--- config.mk ---
export PLATFORM = sky130hd
export DESIGN_NAME = ame_num_descale
export DESIGN_NICKNAME = d
export VERILOG_FILES = /design/src/rtl/ame_num_descale.sv
export SDC_FILE = /design/constraint.sdc
export NUM_CORES = 1
export LEC_CHECK = 0
export ABC_CLOCK_PERIOD_IN_PS = 7200
export BUFFER_PORTS_ARGS = -buffer_cell sky130_fd_sc_hd__buf_2
export CORE_MARGIN = 2
export CORE_UTILIZATION = 31
export CTS_CLUSTER_SIZE = 28
export DETAILED_ROUTE_END_ITERATION = 8
export SLEW_MARGIN = 20
export SYNTH_ARGS = -nofsm -noshare
export SYNTH_HDL_FRONTEND = slang
export SYNTH_SLANG_ARGS = --single-unit
export TNS_END_PERCENT = 1
--- constraint.sdc ---
create_clock -name clk_i -period 7.2 [get_ports clk_i]
set_clock_uncertainty 0.2 [all_clocks]
set_input_delay 0.36 -clock clk_i [delete_from_list [all_inputs] [get_ports clk_i]]
set_output_delay 0.36 -clock clk_i [all_outputs]
set_load 0.01 [all_outputs]
--- src/rtl/ame_num_descale.sv ---
// Restores the magnitude of the scaled {M, L} pair by an arithmetic left shift of
// up to STEP_BITS positions per cycle, saturating each lane independently on overflow.
module ame_num_descale #(
    parameter int COMP_DATA_BITS = 64,
    parameter int STEP_BITS      = 16,
    localparam int SHW           = $clog2(COMP_DATA_BITS)
) (
    input  logic                           clk_i,
    input  logic                           rst_n_i,
    input  logic                           comp_init_i,
    output logic                           comp_ready_o,
    output logic                           comp_done_o,
    input  logic [SHW-1:0]                 comp_shift_i,
    input  logic [1:0][COMP_DATA_BITS-1:0] comp_data_i,
    output logic [1:0][COMP_DATA_BITS-1:0] comp_data_o,
    output logic [1:0]                     comp_ovf_o
);

    localparam logic [SHW:0] STEP_K = (SHW + 1)'(STEP_BITS);
    localparam logic [COMP_DATA_BITS-1:0] SAT_POS = {1'b0, {(COMP_DATA_BITS - 1) {1'b1}}};
    localparam logic [COMP_DATA_BITS-1:0] SAT_NEG = {1'b1, {(COMP_DATA_BITS - 1) {1'b0}}};

    typedef enum logic [1:0] {
        IDLE  = 2'd0,
        SHIFT = 2'd1,
        DONE  = 2'd2
    } state_t;

    state_t                           state_q, state_d;
    logic [1:0][COMP_DATA_BITS-1:0]   work_q, work_d;
    logic [1:0][COMP_DATA_BITS-1:0]   shl, shr;
    logic [1:0]                       sat_q, sat_d;
    logic [1:0]                       step_ovf;
    logic [SHW-1:0]                   rem_q, rem_d;
    logic [SHW:0]                     k;

    assign comp_ready_o = (state_q == IDLE);

    // A step of k is lossless only if shifting back by k reproduces the value,
    // i.e. the top k+1 bits are all copies of the sign.
    always_comb begin
        k = ({1'b0, rem_q} > STEP_K) ? STEP_K : {1'b0, rem_q};
        shl = '0;
        shr = '0;
        step_ovf = '0;
        for (int i = 0; i < 2; i++) begin
            shl[i]      = work_q[i] << k;
            shr[i]      = $signed(shl[i]) >>> k;
            step_ovf[i] = (shr[i] != work_q[i]);
        end
    end

    always_comb begin
        state_d = state_q;
        work_d  = work_q;
        rem_d   = rem_q;
        sat_d   = sat_q;
        unique case (state_q)
            IDLE: begin
                if (comp_init_i) begin
                    work_d  = comp_data_i;
                    rem_d   = comp_shift_i;
                    sat_d   = '0;
                    state_d = (comp_shift_i == '0) ? DONE : SHIFT;
                end
            end
            SHIFT: begin
                for (int i = 0; i < 2; i++) begin
                    if (!sat_q[i]) begin
                        if (step_ovf[i]) begin
                            sat_d[i]  = 1'b1;
                            work_d[i] = work_q[i][COMP_DATA_BITS-1] ? SAT_NEG : SAT_POS;
                        end else begin
                            work_d[i] = shl[i];
                        end
                    end
                end
                rem_d = rem_q - k[SHW-1:0];
                if (rem_d == '0) state_d = DONE;
            end
            DONE:    state_d = IDLE;
            default: state_d = IDLE;
        endcase
    end

    always_ff @(posedge clk_i or negedge rst_n_i) begin
        if (!rst_n_i) begin
            state_q <= IDLE;
            work_q  <= '0;
            rem_q   <= '0;
            sat_q   <= '0;
        end else begin
            state_q <= state_d;
            work_q  <= work_d;
            rem_q   <= rem_d;
            sat_q   <= sat_d;
        end
    end

    // Outputs load on the edge entering DONE, so the done pulse and the new
    // result are visible exactly during the DONE cycle.
    always_ff @(posedge clk_i or negedge rst_n_i) begin
        if (!rst_n_i) begin
            comp_done_o <= 1'b0;
            comp_data_o <= '0;
            comp_ovf_o  <= '0;
        end else begin
            comp_done_o <= (state_d == DONE);
            if (state_d == DONE) begin
                comp_data_o <= work_d;
                comp_ovf_o  <= sat_d;
            end
        end
    end

endmodule

# Word-level counts from Yosys, hierarchy flattened
# Index checks and enable logic that the tools add are counted.
[word_totals]
register_bits = 269
wordCells = 46
output_inout_bits = 132
in_bits = 137
[op_classes]
eq_ne = 5
n_addsub = 1
reduce_logical = 5
n_mux = 21
n_shift = 4
order_cmp = 1
[ops]
columns = ["op", "count"]
rows = [
  ["$mux W64", 6],
  ["$pmux W128 S2", 1],
  ["$mux W128", 1],
  ["$ne A64 B64 Y1", 2],
  ["$shl A64 B6 Y64", 2],
  ["$sshr A64 B6 Y64", 2],
  ["$logic_not A6 Y1", 2],
  ["$mux W6", 2],
  ["$pmux W6 S2", 1],
  ["$mux W2", 4],
  ["$pmux W2 S2", 2],
  ["$gt A6 B5 Y1 const B", 1],
  ["$sub A6 B6 Y6", 1],
  ["$mux W1", 4],
  ["$eq A2 B1 Y1 const B", 1],
  ["$eq A2 B2 Y1 const B", 1],
  ["$logic_not A2 Y1", 1],
  ["$ne A2 B2 Y1 const B", 1],
  ["$reduce_and A2 Y1", 1],
  ["$reduce_bool A2 Y1", 1],
]

# Longest topological paths before layout
# Gate-level depths: netlist (run 1).
[logic_depth]
depth_word = 8
depth_mapped = 23
mapped_depth_nobuf = 14

# Worst setup path before layout (run 1)
# Ideal clock, no wire load.
[synth_timing]
path_type = "reg2reg"
start = "reg rem_q[5]"
end = "reg comp_data_o[109] (netlist name)"
stages_incl_launch_ff = 19
slack_ns = 2.658
n_path_buf = 4
period_less_slack_ns = 4.542
setup_time_ns = 0.132
required_time_ns = 6.868
arrival_ns = 4.210
path_cell_list = "dfrtp_1 or4b_4 buf_6 buf_6 o22ai_2 nor3_1 nor4_2 o211ai_1 nor3_1 a2111oi_0 or4b_1 a21oi_2 nand4_4 or3_1 buf_2 buf_6 a2111oi_2 o21a_1 o22ai_1"
[synth_between]
elab_chain_len = 8
elab_cells_between_ends = 13
classes_between = "add/sub: 1; order compare: 1; eq/ne: 2; shift: 2; mux: 6; reduce/logical: 1"
[synth_rtl]
columns = ["element", "line", "rtl"]
rows = [
  ["from (decl)", "34", "logic [SHW-1:0] rem_q, rem_d;"],
  ["from (signal assigned)", "95", "rem_q <= rem_d;"],
  ["$gt A6 B5 Y1", "42", "k = ({1'b0, rem_q} > STEP_K) ? STEP_K : {1'b0, rem_q};"],
  ["$mux W6", "42", ""],
  ["$shl A64 B6 Y64", "47", "shl[i] = work_q[i] << k;"],
  ["$sshr A64 B6 Y64", "48", "shr[i] = $signed(shl[i]) >>> k;"],
  ["$ne A64 B64 Y1", "49", "step_ovf[i] = (shr[i] != work_q[i]);"],
  ["$mux W64", "70", "if (step_ovf[i]) begin"],
  ["$mux W64", "69", "if (!sat_q[i]) begin"],
  ["$pmux W128 S2", "58", "unique case (state_q)"],
  ["to (signal assigned)", "110", "comp_data_o <= work_d;"],
  ["to (decl)", "15", "output logic [1:0][COMP_DATA_BITS-1:0] comp_data_o,"],
]
# Parallel ways exist; a longest one is shown, timed or not.
# A chain may end at the register's enable or synchronous reset.

==> results.ini, run 1 <==
[yosys]
synth_fp_nets=2892
netlist.area_leader.share_pct=29.91
synth-edff-count=0
synthFlopType=dfrtp_1
synth_top_area_cell=dfrtp_1
synthArstFlopShare_pct=100.0
yosys_warnings=0
synth.area.top_cells=dfrtp_1, mux2i_1, nand2_1
ys_types=104
synth_area_per_cell_um2=8.171
ys_seq_elements=269
syn-cell-area_mm2=0.02250
seq_area_frac_synth_pct=29.91
syn_inst=2754
yosys-top-cells-count=nand2_1, nor2_1, dfrtp_1, mux2i_1, clkbuf_1
yosysMostFrequentCell=nand2_1

[sta]
fin_crit_ns=6.139
grt_setup_unrepaired=no
setup_tns_ns=0
setup_viol=0
fin_crit_sh_pct=85.27
hold_slack_ns=-0.01706
clock.fmax_mhz=162.9
hold_viol=1
slew_headroom_pct=24.31
drv_slew=0
worst_pin_slew_ns=1.131

[placement]
gp_congestion=1.047
post_dp_cell_area_mm2=0.02501
detailed_place_hpwl_um=74860
io_buffers=268

[clock_tree]
cts_buffers=29
cts_setup_buffers=0
clk_latency_ns=0.61
h-tree-depth=1
path_clk_slew_ns=0.08
clockRootBuffer=clkbuf_16
cts_tree=done
cts_buffer_depth=3
clock-sinks=269

[worst_setup_path]
crit_arrival_ns=6.43
crit_fanout=32
r2r_cells=16
startpoint_type=register
cp-end-kind=register
required_ns=7.49
worstSetupPathType=register to register

[global_route]
grt_start_max_net_pins=141
grt_pass1_wl_um=157000
antenna_found_initial=1
overflow=0
grt_pass1_vias=23999
grt_util_all_layers_pct=27.09

[finish]
syn_to_final_growth_pct=21.27
fin_area_mm2=0.02729
finish.utilization_pct=38.04
layout-drive-gt1-share_pct=20.77
nets=3160

[die]
die_area_mm2=0.07476
io_pins=269
row_count=98
coreArea_mm2=0.07173
die_y_um=273.4
start_util_pct=31.37
dieWidth_um=273.4

[hold_path]
hold_path.class=input port to register
min_delay_path_depth=3

[detailed_routing]
vias_per_cell=6.244
vias=24951
post-route-drc-count=0
first_iter_violations=2912
wire_per_inst_um=26.41
postRouteAntennaNets=0
first_pass_iters=6
drt-total-wl_um=105500

[status]
status=finished, violations left
violations=negative hold slack

[flow_run]
maxCapViolations=0

-- cells in the final DEF (no fill, tap or decap), types with 14 or more instances in the layout --
| master | n |
|---|---|
| o21ai_1 | 54 |
| dfrtp_1 | 264 |
| o31ai_1 | 17 |
| nand4_1 | 17 |
| a31oi_1 | 87 |
| buf_12 | 17 |
| a21oi_1 | 161 |
| o21ai_0 | 120 |
| buf_4 | 106 |
| nand2_1 | 321 |
| a22oi_1 | 130 |
| mux2i_1 | 229 |
| and3_1 | 41 |
| dlygate4sd3_1 | 130 |
| nor2_1 | 270 |
| o221ai_1 | 39 |
| a221o_1 | 15 |
| a211oi_1 | 34 |
| o211ai_1 | 40 |
| a21o_1 | 21 |
| o22ai_1 | 39 |
| mux2_2 | 99 |
| nor4b_1 | 17 |
| a221oi_1 | 18 |
| inv_1 | 20 |
| nand3_1 | 52 |
| and2_1 | 14 |
| nor3_1 | 63 |
| buf_2 | 267 |
| clkbuf_16 | 29 |
-- state kept, by name, indices dropped and copies added (netlist names) --
name and flops:
sat_q 2, rem_q 6, comp_ovf_o 2, comp_data_o 128, comp_done_o 1, work_q 128, state_q 2
-- cell families after synthesis --
logic type	after synthesis	share of synthesized area, %
AO/OA/AOI/OAI	930	28.75
XOR/XNOR	9	0.3503
adder cells (fa/ha/maj)	1	0.05559
buffers and inverters	306	5.966
flip-flops	269	29.91
multiplexers	334	15.74
other	1	0.01666
AND/OR/NAND/NOR	904	19.21
-- worst max-delay path, stage by stage (launching register included) --
cell and delay, ns:
dfrtp_2 0.78, or3b_2 0.87, o22ai_1 0.36, nor3_1 0.14, nor4_4 0.43, o22ai_1 0.15
nor3_1 0.32, a2111oi_0 0.15, buf_4 0.21, or4b_1 0.52, a21oi_2 0.20, nand4_4 0.22
or3_1 0.52, buf_4 0.24, a211oi_1 0.29, o21ai_1 0.14, mux2_2 0.28
-- through the flow --
step | cells | setup slack (ns) | hold WS [ns]
after floorplan | 2754 | 2.658 | -0.1356
after global placement | 3811 | 1.203 | 0.1426
after detailed placement | 3811 | 1.213 | 0.1488
after CTS | 3993 | 1.191 | 0.007394
after global routing | 3994 | 0.9189 | 0.01995
final | 3996 | 1.061 | -0.01706
-- metal layers --
metal	wire [um]	up-vias	GRT usage (%)	share of wire, %
li1	-	10964	-	-
met1	43500	12145	36.21	41
met2	47370	1532	42.71	45
met3	9712	310	5.053	9.2
met4	4954	0	11.53	4.7
met5	0	-	0	0
-- worst paths after layout --
| path | startpoint | endpoint | slack [ns] |
|---|---|---|---|
| min in group asynchronous | rst_n_i | work_q[94]$_DFF_PN0_ | 0.09 |
| max in group asynchronous | rst_n_i | comp_data_o[113]$_DFFE_PN0P_ | 5.36 |
| max | rem_q[0]$_DFFE_PN0P_ | comp_data_o[111]$_DFFE_PN0P_ | 1.06 |
| max reg2reg | rem_q[0]$_DFFE_PN0P_ | comp_data_o[111]$_DFFE_PN0P_ | 1.06 |
| min reg2reg | comp_data_o[87]$_DFFE_PN0P_ | comp_data_o[87]$_DFFE_PN0P_ | 0.31 |
| min | comp_data_i[126] | work_q[126]$_DFF_PN0_ | -0.02 |
-- area by class of cell --
class | count | area [um2]
Multi-Input combinational cell | 2179 | 14510
Fill cell | 7366 | 44440
Sequential cell | 269 | 6743
Clock inverter | 15 | 167.7
Inverter | 22 | 82.58
Timing Repair Buffer | 521 | 3789
Antenna cell | 3 | 7.507
Clock buffer | 37 | 805.8
Tap cell | 950 | 1189
-- timing repair --
action | in CTS | in global routing
setup endpoints to repair | 0 | 0
gates resized for setup | 0 | 0
hold buffers | 130 | 0
endpoints found under the hold margin | 276 | 0
Power of run 1 is not shown: default switching activity piles up to over one toggle a cycle in this logic, so the estimate is an artifact.
==> inputs of run 2 (changes only) <==
--- a/config.mk
+++ b/config.mk
@@ -5,6 +5,7 @@
 export SDC_FILE = /design/constraint.sdc
 export NUM_CORES = 1
 export LEC_CHECK = 0
+export ABC_AREA = 1
 export ABC_CLOCK_PERIOD_IN_PS = 7200
 export BUFFER_PORTS_ARGS = -buffer_cell sky130_fd_sc_hd__buf_2
 export CORE_MARGIN = 2
==> run 2 against run 1 <==
- the run ends with design-rule violations left
- area after synthesis increased by 1.8%
- synthesized cell count increased by 35%
- cell area down 1.9%
- global-route usage is 2.7 points lower
- via count up 6.1%
- non-clock buffer count fell by 79
- first-iteration DRC count is 7.6% lower
- critical endpoint is now comp_data_o[83]$_DFFE_PN0P_
==> results.ini, run 2 <==
[worst_setup_path]
rr_startpoint=rem_q[5]$_DFFE_PN0P_
startpoint_type=register
max_stage_delay_ns=0.52  ; -0.35 ns
required_ns=7.49  ; about the same
r2r_slack_ns=1.43  ; +0.37 ns
cp-end-kind=register
worst-path-buf-inv=4  ; +2
cp_top_family=simple AND/OR/NAND/NOR gates
r2r_end=comp_data_o[83]$_DFFE_PN0P_
worstSetupPathType=register to register
crit_arrival_ns=6.06  ; -0.37 ns
slowest_stage=buf_4
r2r_cells=28  ; +12
crit_top_cell=nand2_1
crit_fanout=61  ; +91%

[yosys]
synthArstFlopShare_pct=100.0  ; unchanged
synth.area.top_cells=dfrtp_1, nand2_1, nand3_1
syn-cell-area_mm2=0.02292  ; +1.8%
seq_area_frac_synth_pct=29.37  ; -0.54 points
synth-simple-area-share_pct=43.31  ; +24 points
yosysMostFrequentCell=nand2_1
muxShareOfSynthArea_pct=1.791  ; -14 points
synthAdderAreaFrac_pct=0.05459  ; -0.0010 points
synth_top_family_by_area=simple AND/OR/NAND/NOR gates
synth_compound_area_share_pct=14.37  ; -14 points
ys_types=43  ; -59%
synth_xor_area_share_pct=0.2293  ; -0.12 points
yosys-top-cells-count=nand2_1, nand3_1, o21ai_0, dfrtp_1, inv_1
synthFlopType=dfrtp_1
ys_seq_elements=269  ; unchanged
synth-edff-count=0  ; unchanged
syn_inst=3716  ; +35%
synth_fp_nets=3854  ; +33%
netlist.area_leader.share_pct=29.37  ; -0.54 points
yosys_warnings=0  ; unchanged
synth_top_area_cell=dfrtp_1
synth_area_per_cell_um2=6.167  ; -25%

[clock_tree]
cts_buffers=31  ; +6.9%
path_clk_slew_ns=0.07  ; about the same
cts_setup_buffers=0  ; unchanged
cts-resized-gates=0  ; unchanged
clock-sinks=269  ; unchanged
cts_tree=done
cts_buffer_depth=3  ; unchanged
clk_latency_ns=0.60  ; about the same
h-tree-depth=1  ; unchanged
clockRootBuffer=clkbuf_16

[die]
start_util_pct=31.36  ; about the same
die_area_mm2=0.07612  ; +1.8%
dieWidth_um=275.9  ; +0.90%
io_pins=269  ; unchanged
row_count=99  ; +1.0%
die_y_um=275.9  ; +0.90%
coreArea_mm2=0.07308  ; +1.9%

[status]
violations=design-rule violations
status=finished, violations left

[flow_run]
maxCapViolations=0  ; unchanged

[hold_path]
hold_path.startpoint=comp_data_i[9]
hold_end=work_q[9]$_DFF_PN0_
hold_path.class=input port to register
min_delay_path_depth=5  ; +2

[detailed_routing]
vias_per_cell=5.440  ; -13%
first_iter_violations=2690  ; -7.6%
vias=26478  ; +6.1%
drt-total-wl_um=94670  ; -10%
post-route-drc-count=6  ; +6
wire_per_inst_um=19.45  ; -26%
postRouteAntennaNets=0  ; unchanged
first_pass_iters=9  ; +3

[placement]
dp_cells=4685  ; +23%
detailed_place_hpwl_um=64980  ; -13%
gp_congestion=0.9380  ; -10%
post_dp_cell_area_mm2=0.02441  ; -2.4%
io_buffers=268  ; unchanged

[global_route]
grt_util_all_layers_pct=24.37  ; -2.7 points
overflow=0  ; unchanged
grt_pass1_vias=25029  ; +4.3%
antenna_found_initial=2  ; +1
grt_pass1_wl_um=147800  ; -5.8%
grt_start_max_net_pins=170  ; +21%

[sta]
grt_setup_unrepaired=no
slew_headroom_pct=26.05  ; +1.7 points
clock.fmax_mhz=173.3  ; +6.4%
fin_crit_sh_pct=80.15  ; -5.1 points
hold_slack_ns=0.04775  ; +0.06480 ns
fin_crit_ns=5.771  ; -0.3683 ns
hold_viol=0  ; -1
drv_slew=0  ; unchanged
setup_viol=0  ; unchanged
setup_tns_ns=0  ; unchanged
worst_pin_slew_ns=1.109  ; -0.02197 ns

[finish]
largestRegisters=comp_data_o (128), work_q (128), rem_q (6)
fin_area_mm2=0.02678  ; -1.9%
final_cell_mix=nand2_1, nand3_1, o21ai_0
layout_commonest_cell=nand2_1
antenna_cells=0  ; -3
final_cells=4867  ; +22%
fill_cells=8065  ; +9.5%
nets=4024  ; +27%
layout-drive-gt1-share_pct=10.70  ; -10 points
syn_to_final_growth_pct=16.85

==> run 2: logic make-up after synthesis <==
family	count (synthesis)
AND/OR/NAND/NOR	2256
AO/OA/AOI/OAI	593
other	1
buffers and inverters	549
adder cells (fa/ha/maj)	1
XOR/XNOR	6
flip-flops	269
multiplexers	41
==> run 2: area by class of cell <==
| cell class | count | area, um2 | share of cell area, % |
|---|---|---|---|
| well taps | 959 | 1200 | 4.480 |
| flip-flops and latches | 269 | 6734 | 25.14 |
| multi-input cells | 2898 | 13750 | 51.35 |
| clock buffers | 40 | 879.6 | 3.284 |
| inverters | 244 | 925.9 | 3.457 |
| repair buffers | 442 | 3075 | 11.48 |
| clock inverters | 15 | 215.2 | 0.8036 |
==> run 2: how the worst max path moves through the flow <==
stage                                    start                           end  cells after the start
after floorplan           rem_q[5]$_DFFE_PN0P_    comp_data_o[4]$_DFFE_PN0P_                     29
after global placement    rem_q[5]$_DFFE_PN0P_   comp_data_o[83]$_DFFE_PN0P_                     28
after detailed placement  rem_q[5]$_DFFE_PN0P_   comp_data_o[83]$_DFFE_PN0P_                     28
after CTS                 rem_q[5]$_DFFE_PN0P_   comp_data_o[83]$_DFFE_PN0P_                     28
after global routing      rem_q[5]$_DFFE_PN0P_  comp_data_o[123]$_DFFE_PN0P_                     28
final                     rem_q[5]$_DFFE_PN0P_   comp_data_o[83]$_DFFE_PN0P_                     28
==> run 2: worst min-delay path: stages <==
cell     delay [ns]
buf_2          0.09
o21ai_0        0.08
a21oi_1        0.12
a21oi_1        0.05
nand2_1        0.09
==> run 2: layer usage <==
metal  global-route usage [%]  up-vias  part of all wire (%)
li1                         -    12898                     -
met1                    33.32    12467                    44
met2                    39.43      945                    46
met3                    3.382      166                   6.6
met4                    8.234        2                   3.5
met5                        0        -                 0.012
==> run 2: per-stage QoR <==
stage | utilization [%] | worst slack (ns)
global placement | 33.41 | 1.653
global route | 36.64 | 0.8753
CTS | 36.64 | 1.516
detailed placement | 33.41 | 1.540
finish | 36.64 | 1.429
floorplan | - | 3.911
==> run 2: timing repair <==
action / in CTS / in global routing
setup endpoints to repair: 0 / 0
hold buffers: 127 / 0
hold endpoints to repair: 322 / 0
Power of run 2 is left out for the same reason.
